==> config.mk <==
export PLATFORM = sky130hd
export DESIGN_NAME = load_store_unit
export DESIGN_NICKNAME = d
export VERILOG_FILES = /design/src/rtl/load_store_unit.sv
export SDC_FILE = /design/constraint.sdc
export NUM_CORES = 1
export LEC_CHECK = 0
export BUFFER_PORTS_ARGS = -buffer_cell sky130_fd_sc_hd__buf_2
export CAP_MARGIN = 20
export CORE_MARGIN = 8
export CORE_UTILIZATION = 31
export CTS_BUF_LIST = sky130_fd_sc_hd__clkbuf_8
export DETAILED_ROUTE_END_ITERATION = 7
export GPL_TIMING_DRIVEN = 1
export PLACE_DENSITY = 0.55
export RECOVER_POWER = 50
export SLEW_MARGIN = 20
export SYNTH_ARGS = -nofsm -noshare
export SYNTH_HDL_FRONTEND = slang
export SYNTH_SLANG_ARGS = --single-unit
==> constraint.sdc <==
create_clock -name clk -period 3.6 [get_ports clk]
set_input_delay 0.18 -clock clk [delete_from_list [all_inputs] [get_ports clk]]
set_output_delay 0.18 -clock clk [all_outputs]
set_load 0.02 [all_outputs]
==> src/rtl/load_store_unit.sv <==
// rtl/load_store_unit.sv - 32-bit load/store unit bridging core requests to a gnt/rvalid memory port.
// Optional LSU_MISALIGN_TRAP_EN: misaligned accesses complete with misaligned=1 and no memory request.
module load_store_unit (
  input  logic        clk,
  input  logic        rst,
  input  logic [31:0] addr,
  input  logic [31:0] wdata,
  input  logic [2:0]  funct3,
  input  logic        load_req,
  input  logic        store_req,
  output logic        stall,
  output logic        done,
  output logic [31:0] rdata_out,
  output logic        misaligned,
  output logic        mem_req,
  output logic        mem_we,
  output logic [31:0] mem_addr,
  output logic [31:0] mem_wdata,
  output logic [3:0]  mem_be,
  input  logic        mem_gnt,
  input  logic        mem_rvalid,
  input  logic [31:0] mem_rdata
);

  typedef enum logic [1:0] {IDLE, REQ, WAIT, DONE} state_t;

  state_t      state_q;
  logic        is_load_q;
  logic [1:0]  lane_q;
  logic [2:0]  size_q;
  logic        mem_req_q, mem_we_q, done_q;
  logic [3:0]  mem_be_q;
  logic [31:0] mem_addr_q, mem_wdata_q, rdata_q;

  logic [31:0] eff_addr;
  logic [3:0]  be_w;
  logic [31:0] wdata_w;

  // Without the trap, offending low address bits are dropped so the access stays aligned.
  always_comb begin
    eff_addr = addr;
    case (funct3[1:0])
      2'b00:   eff_addr = addr;
      2'b01:   eff_addr[0] = 1'b0;
      default: eff_addr[1:0] = 2'b00;
    endcase
  end

  always_comb begin
    be_w    = 4'b1111;
    wdata_w = wdata;
    case (funct3[1:0])
      2'b00: begin
        be_w    = 4'b0001 << eff_addr[1:0];
        wdata_w = {4{wdata[7:0]}};
      end
      2'b01: begin
        be_w    = eff_addr[1] ? 4'b1100 : 4'b0011;
        wdata_w = {2{wdata[15:0]}};
      end
      default: begin
        be_w    = 4'b1111;
        wdata_w = wdata;
      end
    endcase
  end

  function automatic logic [31:0] extract(input logic [31:0] d, input logic [1:0] lane,
                                          input logic [2:0] f);
    logic [7:0]  b;
    logic [15:0] h;
    case (lane)
      2'b00:   b = d[7:0];
      2'b01:   b = d[15:8];
      2'b10:   b = d[23:16];
      default: b = d[31:24];
    endcase
    h = lane[1] ? d[31:16] : d[15:0];
    case (f[1:0])
      2'b00:   extract = {{24{~f[2] & b[7]}}, b};
      2'b01:   extract = {{16{~f[2] & h[15]}}, h};
      default: extract = d;
    endcase
  endfunction

`ifdef LSU_MISALIGN_TRAP_EN
  logic mis_w;
  logic misaligned_q;
  always_comb begin
    mis_w = 1'b0;
    case (funct3[1:0])
      2'b00:   mis_w = 1'b0;
      2'b01:   mis_w = addr[0];
      default: mis_w = |addr[1:0];
    endcase
  end
  assign misaligned = misaligned_q;
`else
  assign misaligned = 1'b0;
`endif

  always_ff @(posedge clk) begin
    if (rst) begin
      state_q     <= IDLE;
      is_load_q   <= 1'b0;
      lane_q      <= 2'b00;
      size_q      <= 3'b000;
      mem_req_q   <= 1'b0;
      mem_we_q    <= 1'b0;
      mem_be_q    <= 4'b0000;
      mem_addr_q  <= 32'h0;
      mem_wdata_q <= 32'h0;
      rdata_q     <= 32'h0;
      done_q      <= 1'b0;
`ifdef LSU_MISALIGN_TRAP_EN
      misaligned_q <= 1'b0;
`endif
    end else begin
      case (state_q)
        IDLE: begin
          done_q <= 1'b0;
          if (load_req || store_req) begin
            is_load_q   <= load_req;
            lane_q      <= eff_addr[1:0];
            size_q      <= funct3;
            mem_addr_q  <= {eff_addr[31:2], 2'b00};
            mem_we_q    <= ~load_req;
            mem_be_q    <= be_w;
            mem_wdata_q <= wdata_w;
`ifdef LSU_MISALIGN_TRAP_EN
            if (mis_w) begin
              state_q      <= DONE;
              done_q       <= 1'b1;
              misaligned_q <= 1'b1;
            end else begin
              state_q   <= REQ;
              mem_req_q <= 1'b1;
            end
`else
            state_q   <= REQ;
            mem_req_q <= 1'b1;
`endif
          end
        end
        REQ: begin
          if (mem_gnt) begin
            mem_req_q <= 1'b0;
            if (is_load_q) begin
              state_q <= WAIT;
            end else begin
              state_q <= DONE;
              done_q  <= 1'b1;
            end
          end
        end
        WAIT: begin
          if (mem_rvalid) begin
            rdata_q <= extract(mem_rdata, lane_q, size_q);
            state_q <= DONE;
            done_q  <= 1'b1;
          end
        end
        default: begin
          done_q  <= 1'b0;
          state_q <= IDLE;
`ifdef LSU_MISALIGN_TRAP_EN
          misaligned_q <= 1'b0;
`endif
        end
      endcase
    end
  end

  assign stall     = (state_q == IDLE && (load_req || store_req)) ||
                     state_q == REQ || state_q == WAIT;
  assign done      = done_q;
  assign rdata_out = rdata_q;
  assign mem_req   = mem_req_q;
  assign mem_we    = mem_we_q;
  assign mem_be    = mem_be_q;
  assign mem_addr  = mem_addr_q;
  assign mem_wdata = mem_wdata_q;

endmodule

==> key figures, run 1 <==
Run status
  – Status: finished, final reports clean

Die
  – CORE AREA: 15900 sq um
  – # rows: 46
  – IO Pins: 210
  – Die Wd: 144 microns
  – Die extent in y: 144 microns
  – Initial core utilization: 0.318
  – Die ar.: 20600 sq um

Routing
  – DR vias: 5057
  – Post-DRT Antenna Nets: 0
  – Vias per std cell: 4.86
  – DRT Pass-1 Iters: 4
  – Initial DRC Count: 237
  – Final wirelength: 17700 microns
  – Post-DR wirelength/cell: 17.0 microns
  – Drt drc: 0

Setup path
  – CP Capture Type: primary output
  – Critical path's largest stage delay: 0.62 ns
  – CP max-delay cell: o21a_1
  – R2R depth: 4
  – Crit path cell chain: inv_1 > ha_1 > o21a_1 > buf_12 > or3_1 > buf_2
  – Crit. path cell count: 6
  – Worst EP arrival: 2.46 ns
  – CP Max Fanout: 52
  – CP Buf/Inv Count: 3
  – Crit path launch type: flop
  – Setup CP Type: reg2out
  – Crit-path leading delay family: compound AO/OA/AOI/OAI gates
  – Worst Path Required: 3.42 ns

STA
  – Max Slew Vio Count: 0
  – Setup Skew: 0.0132 ns
  – Worst rel slew slack: 0.384
  – Hold Violations, Final: 0
  – Setup ws final: 0.957 ns
  – Final Critical Period: 2.64 ns
  – Hold Slack: 0.0165 ns
  – Final setup viols: 0
  – Least-Margin Pin Slew: 0.920 ns
  – Total negative slack: 0 ns
  – Peak Freq: 378 MHz
  – Final period utilization: 0.734
  – RSZ-0062 raised after global routing: false

Global route
  – Total gr overflow: 0
  – Number of global-route vias before repair: 5009
  – Largest net degree at the start of global routing: 54
  – First-pass GRT wire length: 27400 microns
  – GRT Total Usage: 0.169
  – Initial antenna violation count: 2

Finish
  – Final Cell Area: 6500 sq um
  – Share of the core filled with cells: 0.409
  – Layout cells sized above 1: 0.180
  – Final cell count without fillers: 1040
  – Final nets: 927
  – P&R area growth vs syn: 28.6%

Power
  – Worst VDD drop: 0.305 mV
  – Clk pwr share: 0.182
  – Power, Total: 4.13 mW
  – Combinational share of power: 0.423
  – Pwr per Cell Area: 635 nW/um^2
  – P_int: 2.30 mW
  – Register share of total power: 0.395
  – Switching Share: 0.444
  – Pleak: 2.51 nW
  – P_sw: 1.83 mW

Placed design
  – DP Worst Slack: 1.24 ns
  – Post-DP HPWL: 12700 microns
  – Inst Count DP: 1000
  – IO Port Bufs: 206
  – DP Area: 6200 sq um
  – Final RePlAce weighted congestion: 0.779

Synth
  – Yosys warns: 0
  – Number of flops mapped to enable cells by yosys: 0
  – Ys async rst share: 0
  – Mapped cell area: 5050 sq um
  – Mapped Cells: 623
  – Seq cells post-synth: 109
  – Netlist cell types: 44
  – Seq/Total Area, Yosys: 0.432
  – Avg Inst Size Synth: 8.11 sq um
  – Top_reg_cell synth: dfxtp_1

Flow run
  – MaxCap Viol Count: 0

Clock tree
  – CTS root buf: clkbuf_8
  – Cts bufs inserted: 9
  – Worst skew pair latency: 0.40 ns
  – CTS tree: yes
  – Setup Buffers After CTS: 0
  – Clk buf depth: 2
  – Clock transition at the registers of the reported paths: 0.12 ns
  – H-Tree Depth: 3
  – CTS sink count: 109

Worst hold path
  – Worst hold path type: in2reg
  – WHS Path Cells: 3
==> worst min-delay path: cells and delay by family <==
kind	cells	cell delay, ns
simple gates	1	0.05
buf+inv	1	0.10
compound gates	1	0.05
==> synthesized netlist by cell type, drive strengths merged (2+ instances only) <==
cell,n,area [sq um]
o22ai,8,56.3
nor3,3,26.3
dfxtp,109,2180
a2111oi,16,272
a311oi,15,131
nor2b,3,18.8
a21o,2,15.0
ha,4,50.1
nor2,64,240
a221oi,2,17.5
buf,26,141
inv,5,18.8
a211oi,11,82.6
and3,7,43.8
clkbuf,30,114
nand2,145,544
a21oi,81,405
a22oi,3,22.5
nand2b,16,100
a31oi,7,43.8
o21ai,21,109
mux2i,27,270
a32o,6,60.1
==> registers in the layout, summed over array words and instances, names as in the netlist <==
name       flops
mem_wdata     32
mem_be         4
size_q         3
mem_req        1
rdata_out     32
mem_we         1
lane_q         2
done           1
is_load_q      1
mem_addr      30
state_q        2
==> layer usage <==
layer | vias to the layer above | share of wire | GRT usage
li1 | 2552 | - | -
met1 | 2307 | 0.44 | 0.210
met2 | 180 | 0.44 | 0.268
met3 | 16 | 0.11 | 0.0640
met4 | 2 | 0.015 | 0.0498
met5 | - | 0.00045 | 0
==> timing repair <==
item,4_1_cts,5_1_grt
hold buffers,23,0
setup endpoints to repair,0,0
hold endpoints to repair,23,0
resized for setup,0,0
==> worst paths after layout <==
| path | from | endpoint | slack, ns |
|---|---|---|---|
| hold / removal | addr[31] | mem_addr[31] | 0.02 |
| hold reg to reg | mem_addr[25] | mem_addr[25] | 0.46 |
| setup / recovery | state_q[1] | stall | 0.96 |
| setup reg to reg | size_q[0] | rdata_out[9] | 1.18 |
==> area by class of cell <==
class,instances,area (sq um)
antenna,1,2.50
clock buffer,9,124
clock inverter,7,67.6
fill,1721,9390
inverter,5,18.8
multi-input combinational,455,2620
sequential,109,2180
tap,216,270
timing repair buffer,238,1220
==> cell families (layout without fill, tap and decap cells) <==
| kind of cell | after synthesis | in the layout | synth area share |
|---|---|---|---|
| other | 1 | 4 | 0.000742 |
| AO/OA/AOI/OAI | 177 | 177 | 0.249 |
| multiplexers | 28 | 28 | 0.0557 |
| buffers and inverters | 61 | 259 | 0.0542 |
| AND/OR/NAND/NOR | 243 | 243 | 0.199 |
| flip-flops | 109 | 109 | 0.432 |
| adder cells (fa/ha/maj) | 4 | 4 | 0.00990 |
==> layout by cell type (no fill, tap or decap), drive strengths merged, types with 2 or more instances in the layout <==
master	synthesis	layout
nand2	145	145
buf	26	114
clkbuf	30	110
dfxtp	109	109
a21oi	81	81
nor2	64	64
mux2i	27	27
dlygate4sd3	0	23
o21ai	21	21
nand2b	16	16
a2111oi	16	16
a311oi	15	15
a211oi	11	11
o22ai	8	8
inv	5	8
and3	7	7
a31oi	7	7
a32o	6	6
ha	4	4
nor2b	3	3
a22oi	3	3
conb	1	3
nor3	3	3
clkinv	0	3
a21o	2	2
a221oi	2	2
==> power groups by stage <==
stage	registers (mW)	clock network, mW	logic, mW
3_3_place_gp	1.64	0	1.82
3_5_place_dp	1.65	0	1.81
6_report	1.63	0.752	1.74
2_1_floorplan	1.92	0	0.956
5_1_grt	1.67	0.831	1.94
4_1_cts	1.63	0.779	1.84
Note: power is estimated with default switching activity, not from simulation.
==> inputs of run 2 (changes only) <==
Settings changed: PLACE_DENSITY 0.55 to 0.57.
Clock period 3.6 ns to 2.3 ns, I/O delays scaled along.
==> key figures, run 2 (synthesis results as in run 1) <==
Flow run
  – MaxCap Viol Count: 0

Clock tree
  – CTS root buf: clkbuf_8
  – Clk buf depth: 2
  – Cts bufs inserted: 9
  – Clock transition at the registers of the reported paths: 0.12 ns
  – CTS tree: yes
  – CTS sink count: 109
  – Worst skew pair latency: 0.39 ns
  – H-Tree Depth: 3
  – Post_cts resized: 0

Finish
  – ANT cells: 0
  – Final nets: 958
  – FILL cells: 1660
  – Final Cell Area: 6850 sq um
  – P&R area growth vs syn: 35.5%
  – Layout cells sized above 1: 0.186
  – Commonest non-fill, non-tap cell in the layout: nand2_1
  – Most frequent cells in the layout: 145 x nand2_1, 108 x dfxtp_1, 104 x buf_2
  – Final cell count without fillers: 1070

STA
  – Worst rel slew slack: 0.406
  – Final period utilization: 0.875
  – Hold Violations, Final: 0
  – Total negative slack: 0 ns
  – Final setup viols: 0
  – Final Critical Period: 2.01 ns
  – Least-Margin Pin Slew: 0.887 ns
  – Peak Freq: 497 MHz
  – RSZ-0062 raised after global routing: false
  – Setup Skew: 0.0151 ns
  – Max Slew Vio Count: 0

Power
  – Worst VDD drop: 0.517 mV
  – Combinational share of power: 0.424
  – Pleak: 2.68 nW
  – Switching Share: 0.428
  – Pwr per Cell Area: 974 nW/um^2
  – P_sw: 2.85 mW
  – Power, Total: 6.67 mW
  – P_int: 3.82 mW
  – Register share of total power: 0.382
  – Clk pwr share: 0.194

Global route
  – Total gr overflow: 0
  – First-pass GRT wire length: 27800 microns
  – Largest net degree at the start of global routing: 87
  – GRT Total Usage: 0.172
  – Number of global-route vias before repair: 5067
  – Initial antenna violation count: 1

Placed design
  – Inst Count DP: 1003
  – Final RePlAce weighted congestion: 0.779
  – IO Port Bufs: 206
  – Post-DP HPWL: 12400 microns
  – DP Area: 6240 sq um

Routing
  – Final wirelength: 17900 microns
  – Initial DRC Count: 370
  – DR vias: 5203
  – Post-DRT Antenna Nets: 0
  – Post-DR wirelength/cell: 16.7 microns
  – Drt drc: 0
  – Vias per std cell: 4.86
  – DRT Pass-1 Iters: 5

Die
  – Initial core utilization: 0.318
  – # rows: 46
  – IO Pins: 210
  – Die Wd: 144 microns
  – CORE AREA: 15900 sq um
  – Die ar.: 20600 sq um
  – Die extent in y: 144 microns

Worst hold path
  – Worst hold path type: in2reg

Setup path
  – CP Max Fanout: 9
  – Crit path cell chain: inv_1 > ha_1 > o21a_2 > or3_1 > buf_2
  – Crit path launch type: flop
  – CP max-delay cell: dfxtp_1
  – CP Capture Type: primary output
  – Setup CP Type: reg2out
  – Critical path's largest stage delay: 0.40 ns
  – Worst Path Required: 2.18 ns
  – Worst EP arrival: 1.90 ns

Run status
  – Status: finished, final reports clean
-- run 2: cell count changes in the layout (fill, tap and decap cells not counted), sizes merged --
cell,previous run,this run
clkinv,3,1
clkbuf,110,112
dlygate4sd3,23,44
diode,1,0
inv,8,7
bufinv,0,1
buf,114,124
-- run 2: worst paths after layout --
path / cells past startpoint / to / slack, ns / start
setup / recovery: 5 / stall / 0.29 / state_q[0]
hold / removal: 3 / lane_q[0] / 0.02 / addr[0]
setup reg to reg: 5 / rdata_out[15] / 0.34 / lane_q[1]
hold reg to reg: 2 / mem_wdata[1] / 0.46 / mem_wdata[1]
-- run 2: metal layers --
layer	part of all wire	up-vias	GRT usage	wire (microns)
li1	-	2604	-	-
met1	0.44	2391	0.217	7950
met2	0.44	190	0.265	7920
met3	0.098	16	0.0637	1750
met4	0.015	2	0.0559	261
met5	0.00089	-	0	16
-- run 2: through the flow --
step / setup WS [ns] / hold slack [ns] / util
detailed placement: 0.125 / 0.361 / 0.393
floorplan: 0.563 / 0.211 / -
global placement: 0.167 / 0.355 / 0.393
CTS: 0.0897 / 0.000329 / 0.434
global route: 0.155 / 0.0144 / 0.431
finish: 0.288 / 0.0154 / 0.431
-- run 2: area by class of cell --
type                            count  area (sq um)  area share
Tap cell                          216           270      0.0395
Inverter                            5          18.8     0.00274
Clock inverter                      5          66.3     0.00968
Multi-Input combinational cell    455          2620       0.382
Clock buffer                       11           151      0.0221
Sequential cell                   109          2180       0.319
Timing Repair Buffer              269          1540       0.225
-- run 2: timing repair --
action | CTS | global route
hold endpoints to repair | 44 | 0
buffers inserted | 0 | 7
setup endpoints to repair | 0 | 5
hold buffers | 44 | 0
-- run 2: power groups by stage --
stage          combinational [mW]  clock, mW  sequential [mW]
3_5_place_dp                 2.87          0             2.58
5_1_grt                      3.14       1.42             2.60
6_report                     2.83       1.29             2.55
3_3_place_gp                 2.87          0             2.56
2_1_floorplan                1.50          0             3.01
4_1_cts                      2.93       1.34             2.54
-- run 2: worst max-delay path, delay by kind of cell, from the launching register on --
kind	cells	cell delay [ns]
compound gates	1	0.20
simple gates	1	0.33
flops	1	0.40
fa+ha+maj	1	0.33
buf+inv	2	0.25
==> inputs of run 3 (changes only) <==
Settings changed: MAX_ROUTING_LAYER set to met4.
==> key figures, run 3 (synthesis results as in run 1) <==
Placed design
  – Inst Count DP: 1003
  – Final RePlAce weighted congestion: 0.790
  – IO Port Bufs: 206
  – DP Worst Slack: 0.125 ns
  – Post-DP HPWL: 12400 microns

Routing
  – Post-DRT Antenna Nets: 0
  – DRT Pass-1 Iters: 6
  – Initial DRC Count: 357
  – Drt drc: 0
  – Post-DR wirelength/cell: 16.7 microns
  – DR vias: 5223
  – Vias per std cell: 4.88
  – Final wirelength: 17900 microns

Finish
  – FILL cells: 1660
  – Most frequent cells in the layout: 145 x nand2_1, 108 x dfxtp_1, 104 x buf_2
  – P&R area growth vs syn: 35.4%
  – Final cell count without fillers: 1070
  – Layout cells sized above 1: 0.185
  – Share of the core filled with cells: 0.431
  – Final nets: 957
  – Commonest non-fill, non-tap cell in the layout: nand2_1

Die
  – IO Pins: 210
  – Die extent in y: 144 microns
  – Initial core utilization: 0.318
  – Die Wd: 144 microns
  – # rows: 46
  – Die ar.: 20600 sq um
  – CORE AREA: 15900 sq um

Clock tree
  – H-Tree Depth: 3
  – Worst skew pair latency: 0.38 ns
  – Clock transition at the registers of the reported paths: 0.11 ns
  – CTS tree: yes
  – CTS root buf: clkbuf_8
  – CTS sink count: 109
  – Cts bufs inserted: 9
  – Clk buf depth: 2

STA
  – Max Slew Vio Count: 0
  – RSZ-0062 raised after global routing: false
  – Setup Skew: 0.0127 ns
  – Final setup viols: 0
  – Peak Freq: 498 MHz
  – Final Critical Period: 2.01 ns
  – Final period utilization: 0.872
  – Total negative slack: 0 ns
  – Worst rel slew slack: 0.400
  – Least-Margin Pin Slew: 0.897 ns
  – Setup ws final: 0.294 ns
  – Hold Violations, Final: 0

Power
  – P_sw: 2.85 mW
  – Pwr per Cell Area: 974 nW/um^2
  – Pleak: 2.67 nW
  – Clk pwr share: 0.194
  – Power, Total: 6.67 mW
  – P_int: 3.81 mW
  – Register share of total power: 0.382
  – Worst VDD drop: 0.521 mV
  – Switching Share: 0.428
  – Combinational share of power: 0.424

Global route
  – Total gr overflow: 0
  – GRT Total Usage: 0.176
  – Initial antenna violation count: 1
  – Number of global-route vias before repair: 5086
  – First-pass GRT wire length: 27700 microns
  – Largest net degree at the start of global routing: 87

Setup path
  – Critical path startpoint: state_q[0]
  – Setup CP Type: reg2out
  – CP Capture Type: primary output
  – Critical R2R Launch: lane_q[1]
  – CP max-delay cell: dfxtp_1
  – CP Max Fanout: 9
  – Crit path launch type: flop
  – Crit path cell chain: inv_1 > ha_1 > o21a_2 > or3_1 > buf_2
  – CP Buf/Inv Count: 2
  – Worst Path Required: 2.18 ns
  – R2R setup slack: 0.35 ns
  – Critical path's largest stage delay: 0.40 ns
  – Crit-path leading delay family: flip-flops
  – Worst EP arrival: 1.89 ns

Flow run
  – MaxCap Viol Count: 0

Run status
  – Status: finished, final reports clean

Worst hold path
  – Worst hold path type: in2reg
  – Min-delay src: addr[0]
[run 3: changes by cell type in the layout (fill, tap and decap cells not counted)]
cell / previous run / this run
buf_4: 16 / 15
diode_2: 0 / 1
[run 3: final cells by class]
type	instances	area, sq um	share of cell area
Multi-Input combinational cell	455	2620	0.383
Sequential cell	109	2180	0.319
Timing Repair Buffer	268	1530	0.224
Tap cell	216	270	0.0395
Clock buffer	11	151	0.0221
Clock inverter	5	66.3	0.00969
Inverter	5	18.8	0.00274
Antenna cell	1	2.50	0.000366
[run 3: worst register-to-register path: stages, from the launching register on]
cell	delay, ns
dfxtp_1	0.43
buf_4	0.30
nor2b_1	0.60
a22o_1	0.23
a22oi_1	0.06
a211oi_1	0.25
[run 3: layer usage]
metal	global-route usage	up-vias	routed length (microns)
met3	0.0541	13	1500
met2	0.266	200	7960
met4	0.0559	0	225
met1	0.222	2407	8220
met5	-	-	0
li1	-	2603	-
[run 3: power by group through the flow]
stage	registers [mW]	clock network [mW]	logic [mW]
finish	2.55	1.29	2.83
detailed placement	2.58	0	2.87
CTS	2.54	1.34	2.93
floorplan	3.01	0	1.50
global placement	2.56	0	2.87
global route	2.60	1.42	3.13
[run 3: per-stage QoR]
step / hold slack, ns / instance area [sq um]
final: 0.0236 / 6840
after detailed placement: 0.361 / 6240
after CTS: 0.000329 / 6900
after global placement: 0.355 / 6240
after global routing: 0.0149 / 6840
after floorplan: 0.211 / 5060
[run 3: timing repair]
item | 4_1_cts | 5_1_grt
buffers inserted | 0 | 6
gates resized for setup | 0 | 0
hold endpoints to repair | 44 | 0
hold buffers | 44 | 0
endpoints found under the setup margin | 0 | 5
[run 3: worst paths after layout]
check | endpoint | cells after the start
worst max-delay path | stall | 5
worst min-delay path | lane_q[0] | 3
worst max register to register | rdata_out[15] | 5
worst min register to register | mem_wdata[1] | 2
